[config.mk]
export PLATFORM = sky130hd
export DESIGN_NAME = random_delay
export DESIGN_NICKNAME = d
export VERILOG_FILES = /design/src/rtl/random_delay_pkg.sv /design/src/rtl/delay_counter.sv /design/src/rtl/random_delay.sv
export SDC_FILE = /design/constraint.sdc
export NUM_CORES = 1
export LEC_CHECK = 0
export BUFFER_PORTS_ARGS = -buffer_cell sky130_fd_sc_hd__buf_4
export CORE_MARGIN = 5
export CORE_UTILIZATION = 53
export CTS_CLUSTER_DIAMETER = 200
export DETAILED_ROUTE_END_ITERATION = 8
export HOLD_SLACK_MARGIN = 0.06
export PLACE_DENSITY = 0.8
export SETUP_SLACK_MARGIN = 0.5
export SLEW_MARGIN = 20
export SYNTH_ARGS = -nofsm -noshare
export SYNTH_HDL_FRONTEND = slang
export SYNTH_SLANG_ARGS = --single-unit
[constraint.sdc]
create_clock -name clk -period 2.35 [get_ports clk]
set_clock_uncertainty 0.05 [all_clocks]
set_input_delay 0.235 -clock clk [delete_from_list [all_inputs] [get_ports clk]]
set_output_delay 0.235 -clock clk [all_outputs]
set_load 0.02 [all_outputs]
[src/rtl/random_delay_pkg.sv]
// Shared types and constants for the random delay block.
package random_delay_pkg;

  typedef enum logic [1:0] {
    IDLE  = 2'd0,
    COUNT = 2'd1,
    DONE  = 2'd2
  } delay_state_t;

  // Smallest delay ever loaded; a computed delay of zero is raised to this.
  localparam int unsigned MIN_DELAY = 1;

endpackage

[src/rtl/delay_counter.sv]
// Loadable down-counter used to count delay units.
// clear has priority over load, and load has priority over dec.
// Decrementing stops at zero.
module delay_counter #(
  parameter int WIDTH = 8
) (
  input  logic             clk,
  input  logic             rst,
  input  logic             load,
  input  logic             dec,
  input  logic             clear,
  input  logic [WIDTH-1:0] load_val,
  output logic [WIDTH-1:0] count,
  output logic             zero
);

  assign zero = (count == '0);

  // Counter register: clear, load or decrement.
  always_ff @(posedge clk or negedge rst) begin
    if (!rst) begin
      count <= '0;
    end else if (clear) begin
      count <= '0;
    end else if (load) begin
      count <= load_val;
    end else if (dec && !zero) begin
      count <= count - 1'b1;
    end
  end

endmodule

[src/rtl/random_delay.sv]
// Random delay timer. On trigger it captures lfsr_in + OFFSET as a delay and
// counts that many tick pulses. It then pulses time_out for one cycle.
// The LFSR is enabled only while idle.
// Optional feature: define RANDOM_DELAY_ABORT_EN to add an abort input that
// cancels a delay in progress without producing time_out.
module random_delay
  import random_delay_pkg::*;
#(
  parameter int WIDTH  = 7,
  parameter int OFFSET = 1
) (
  input  logic             clk,
  input  logic             rst,
  input  logic             trigger,
  input  logic             tick,
`ifdef RANDOM_DELAY_ABORT_EN
  input  logic             abort,
`endif
  input  logic [WIDTH-1:0] lfsr_in,
  output logic             lfsr_en,
  output logic             busy,
  output logic             time_out,
  output logic [WIDTH:0]   delay_val
);

  localparam logic [WIDTH:0] OFFSET_EXT = (WIDTH+1)'(OFFSET);
  localparam logic [WIDTH:0] ONE        = (WIDTH+1)'(1);

  // The delay is one bit wider than the LFSR word, so the sum cannot overflow.
  // A zero result is raised to the minimum delay.
  function automatic logic [WIDTH:0] clamp_delay(input logic [WIDTH-1:0] word);
    logic [WIDTH:0] sum;
    sum = {1'b0, word} + OFFSET_EXT;
    if (sum == '0) begin
      sum = (WIDTH+1)'(MIN_DELAY);
    end
    return sum;
  endfunction

  delay_state_t   state;
  logic [WIDTH:0] count;
  logic           ctr_zero;
  logic           abort_hit;
  logic           ctr_load;
  logic           ctr_dec;
  logic           ctr_clear;
  logic           last_tick;
  logic [WIDTH:0] delay_next;

`ifdef RANDOM_DELAY_ABORT_EN
  assign abort_hit = (state == COUNT) && abort;
`else
  assign abort_hit = 1'b0;
`endif

  assign delay_next = clamp_delay(lfsr_in);
  assign ctr_load   = (state == IDLE) && trigger;
  assign ctr_clear  = abort_hit;
  // Abort takes priority over a tick in the same cycle.
  assign ctr_dec    = (state == COUNT) && tick && !abort_hit;
  assign last_tick  = ctr_dec && (count == ONE);

  delay_counter #(
    .WIDTH (WIDTH + 1)
  ) u_counter (
    .clk      (clk),
    .rst      (rst),
    .load     (ctr_load),
    .dec      (ctr_dec),
    .clear    (ctr_clear),
    .load_val (delay_next),
    .count    (count),
    .zero     (ctr_zero)
  );

  // Control FSM. The outputs are registered alongside the state, so they are a
  // pure function of the current state.
  always_ff @(posedge clk or negedge rst) begin
    if (!rst) begin
      state     <= IDLE;
      delay_val <= '0;
      time_out  <= 1'b0;
      busy      <= 1'b0;
      lfsr_en   <= 1'b1;
    end else begin
      case (state)
        IDLE: begin
          if (trigger) begin
            state     <= COUNT;
            delay_val <= delay_next;
            busy      <= 1'b1;
            lfsr_en   <= 1'b0;
          end
        end
        COUNT: begin
          if (abort_hit) begin
            state   <= IDLE;
            busy    <= 1'b0;
            lfsr_en <= 1'b1;
          // A zero count here is unreachable; it is only a safety exit.
          end else if (last_tick || ctr_zero) begin
            state    <= DONE;
            time_out <= 1'b1;
          end
        end
        DONE: begin
          state    <= IDLE;
          time_out <= 1'b0;
          busy     <= 1'b0;
          lfsr_en  <= 1'b1;
        end
        default: begin
          state    <= IDLE;
          time_out <= 1'b0;
          busy     <= 1'b0;
          lfsr_en  <= 1'b1;
        end
      endcase
    end
  end

endmodule

==> results summary <==
A synthesized cell averages 10.1 sq um. The part of the cycle the worst path needs is 0.764. Counting flops and latches in the post-synthesis netlist gives 21. The number of max-slew violations in the final report is 0. The final layout contains routed wiring with a total length of 2.56 mm. The number of sinks handled by clock tree synthesis came out at 21.

The worst path required time came out at 2.51 ns. The first-pass GRT wire length came out at 4.26 mm. The diode insertion count for antenna repair came out at 0. Entering global routing, the biggest net connects 22 pins. The final routed DRC violation total is 0. The netlist area before placement came out at 1130 sq um.

Summed over all cells, the static leakage comes to 0.634 nW. The floorplan step set the die width to 56.1 um. The count of fill cells added during filler insertion came out at 167.

The count of buffering cells on the critical path with inverters included is 0. The standard-cell row count is 16. The number of maximum-capacitance constraint violations is 0.

After the flow finishes, the layout carries non-filler instances totaling 165. The global-route total usage across every layer is 0.169. The number of nets at the end of the flow came out at 155.

The number of antenna violations at the first check in global routing was 0. The count of distinct cell types in the synthesized netlist is 37. The number of buffers created by CTS came out at 3. The area of placed instances came out at 1320 sq um.

The via count of the first global-routing pass came to 934. The clock passes through at most 2 buffers. The final instance area is 1370 sq um. The count of routing violations after the opening detailed-route iteration is 29. CTS built an H-tree with a depth of 1.

The die is 56.1 um tall. The area of the die came out at 3150 sq um. The largest individual stage delay along the critical path comes from the cell sky130_fd_sc_hd__or4_1.

The number of primary I/O pins came out at 22. CTS placed an instance of sky130_fd_sc_hd__clkbuf_4 at the clock tree root. The path depth of the worst reg2reg path is 5. Of the cells placed in the final design, the portion with a size suffix greater than 1 is 0.254. The clock latency reported for the late side of the worst-skew pair came out at 0.31 ns. The worst hold path belongs to the class in2reg.

Yosys printed 0 warnings. The setup path with the least slack is of type reg2reg. The run finished with clean final reports. Counting instances, the worst hold path has a depth of 3. The detailed placement HPWL is 1.95 mm. The final antenna-violating net count is 0. The cell count after synthesis came out at 112.

The worst-case hold slack came out at 0.222 ns. The CTS clock-pin slew for the worst setup and hold paths came out at 0.13 ns. Once placement completed, the tool counted placed cells totaling 159.

The sort of element at the end of the critical path is a flop. The final count of negative-setup-slack endpoints is 0. In the final routed layout, each cell accounts on average for 15.5 um. The residual overflow from global routing is 0. The initial core utilization is 0.562. The area added between synthesis and finish came out at 21.8%. Detailed routing inserted a total of 940 vias. Buffers placed on the I/O ports in this run total 21. The final hold violation count came out at 0. The placer's final routability congestion estimate came out at 0.787. The share of the Yosys chip area taken by registers is 0.468. The measured slew at the worst slew-check pin came out at 0.374 ns. In this design, the largest share of critical-path delay is due to simple AND/OR/NAND/NOR gates. The placeable core region came out at 2000 sq um.

The signal on the critical path passes through or4_1 -> a211o_1 -> nor4_2 -> xnor2_1 -> o21ai_1. The average vias per placed instance is 5.70. The first-pass iteration count of the detailed router is 4. The maximum vdd ir drop is 0.000940 V. After layout, the minimum clock period comes to 1.80 ns. The synthesized netlist net count came out at 128. The signal arrival time at the worst endpoint came out at 1.95 ns.

The sum of negative setup slack is 0 ns. The power density over the cells is 1140 nW/um^2. Setup repair after global routing could not meet its margin everywhere. Along the worst path, the maximum fanout reaches 3. The critical path crosses 5 cells after its start point.

The overall power of the completed layout is 1.56 mW. The largest single stage delay on the critical path is 0.52 ns. TritonCTS built the clock tree. The relative max-transition margin is 0.750.

The maximum frequency from static timing analysis is 557 MHz. The kind of launch point of the worst setup path is a flop.
[synthesized netlist by cell type (all sizes together)]
master	n	share of area
dfrtp	20	0.44
nor2	13	0.043
a21oi	8	0.036
and3	7	0.040
nand2	7	0.023
nand3	7	0.031
xnor2	6	0.047
ha	5	0.056
xor2	4	0.031
a211o	3	0.024
inv	3	0.010
o21ai	3	0.013
a31oi	2	0.011
clkbuf	2	0.0067
mux2i	2	0.018
nand2b	2	0.011
nor4	2	0.030
a211oi	1	0.0067
a221oi	1	0.0078
a31o	1	0.0078
and2	1	0.0056
and3b	1	0.0078
dfstp	1	0.023
nand3b	1	0.0067
nand4	1	0.0056
nor2b	1	0.0056
nor3	1	0.0044
nor3b	1	0.011
o21a	1	0.0067
o41ai	1	0.0078
or2	1	0.0056
or3	1	0.0056
or4	1	0.0067
[state kept, by name, summed over array words and instances (netlist names)]
signal,cells
lfsr_en,1
state,2
busy,1
delay_val,8
u_counter.count,8
time_out,1
[path summary, 6_finish.rpt]
| path | from | endpoint | slack, ns |
|---|---|---|---|
| setup / recovery | u_counter.count[3] | u_counter.count[7] | 0.55 |
| hold / removal | lfsr_in[6] | u_counter.count[6] | 0.22 |
| setup reg to reg | u_counter.count[3] | u_counter.count[7] | 0.55 |
| hold reg to reg | delay_val[7] | delay_val[7] | 0.44 |
| max in group asynchronous | rst | lfsr_en | 1.72 |
| min in group asynchronous | rst | delay_val[3] | 0.27 |
[cells by family after synthesis]
| kind of cell | after synthesis | share of synthesized area |
|---|---|---|
| adders and majority gates | 5 | 0.0556 |
| DFF | 21 | 0.468 |
| and+or+nand+nor | 48 | 0.243 |
| AOI/OAI and AO/OA | 21 | 0.121 |
| buffers and inverters | 5 | 0.0167 |
| muxes | 2 | 0.0178 |
| xor gates and xnor gates | 10 | 0.0778 |
[per-stage QoR]
step | util | setup slack (ns)
2_1_floorplan | - | 0.625
3_3_place_gp | 0.658 | 0.545
3_5_place_dp | 0.658 | 0.514
5_1_grt | 0.685 | 0.461
6_report | 0.685 | 0.553
4_1_cts | 0.685 | 0.505
[cell usage in the layout (no fill, tap or decap), types with 3 or more instances in the layout]
| cell type | count |
|---|---|
| sky130_fd_sc_hd__buf_4 | 23 |
| sky130_fd_sc_hd__dfrtp_1 | 20 |
| sky130_fd_sc_hd__nor2_1 | 13 |
| sky130_fd_sc_hd__a21oi_1 | 8 |
| sky130_fd_sc_hd__nand3_1 | 7 |
| sky130_fd_sc_hd__nand2_1 | 7 |
| sky130_fd_sc_hd__and3_1 | 6 |
| sky130_fd_sc_hd__xnor2_1 | 6 |
| sky130_fd_sc_hd__ha_1 | 5 |
| sky130_fd_sc_hd__xor2_1 | 4 |
| sky130_fd_sc_hd__inv_1 | 3 |
| sky130_fd_sc_hd__clkbuf_4 | 3 |
[what timing repair did]
| action | in CTS | in global routing |
|---|---|---|
| endpoints found under the hold margin | 21 | 0 |
| hold buffers | 1 | 0 |
| setup endpoints to repair | 2 | 3 |
| pin swaps | 0 | 1 |
| gates resized for setup | 1 | 0 |
| cloned | 0 | 0 |
| buffers inserted | 1 | 0 |
[worst register-to-register path, stage by stage (launching register included)]
cell and delay, ns:
sky130_fd_sc_hd__dfrtp_1 0.43, sky130_fd_sc_hd__or4_1 0.52, sky130_fd_sc_hd__a211o_1 0.29, sky130_fd_sc_hd__nor4_2 0.19
sky130_fd_sc_hd__xnor2_1 0.16, sky130_fd_sc_hd__o21ai_1 0.07
[routing by layer]
layer / wire, um / share of wire / vias up / global-route usage
met1: 1100 / 0.43 / 457 / 0.211
met3: 108 / 0.042 / 6 / 0.0255
met5: 0 / 0 / - / 0
met4: 46 / 0.018 / 0 / 0.0746
met2: 1310 / 0.51 / 28 / 0.285
li1: - / - / 449 / -
[area by class of cell]
type	count	area [sq um]	share of cell area
Multi-Input combinational cell	86	587	0.428
Sequential cell	21	527	0.384
Timing Repair Buffer	24	183	0.133
Tap cell	27	33.8	0.0246
Clock buffer	3	22.5	0.0164
Inverter	3	11.3	0.00821
Clock inverter	1	7.51	0.00547
[power by group]
part / leakage, nW / total (mW) / internal, mW / switching [mW]
logic: 0.376 / 0.711 / 0.328 / 0.383
registers: 0.244 / 0.662 / 0.513 / 0.149
clock network: 0.0139 / 0.183 / 0.0650 / 0.118
(Power assumes the default switching activity.)
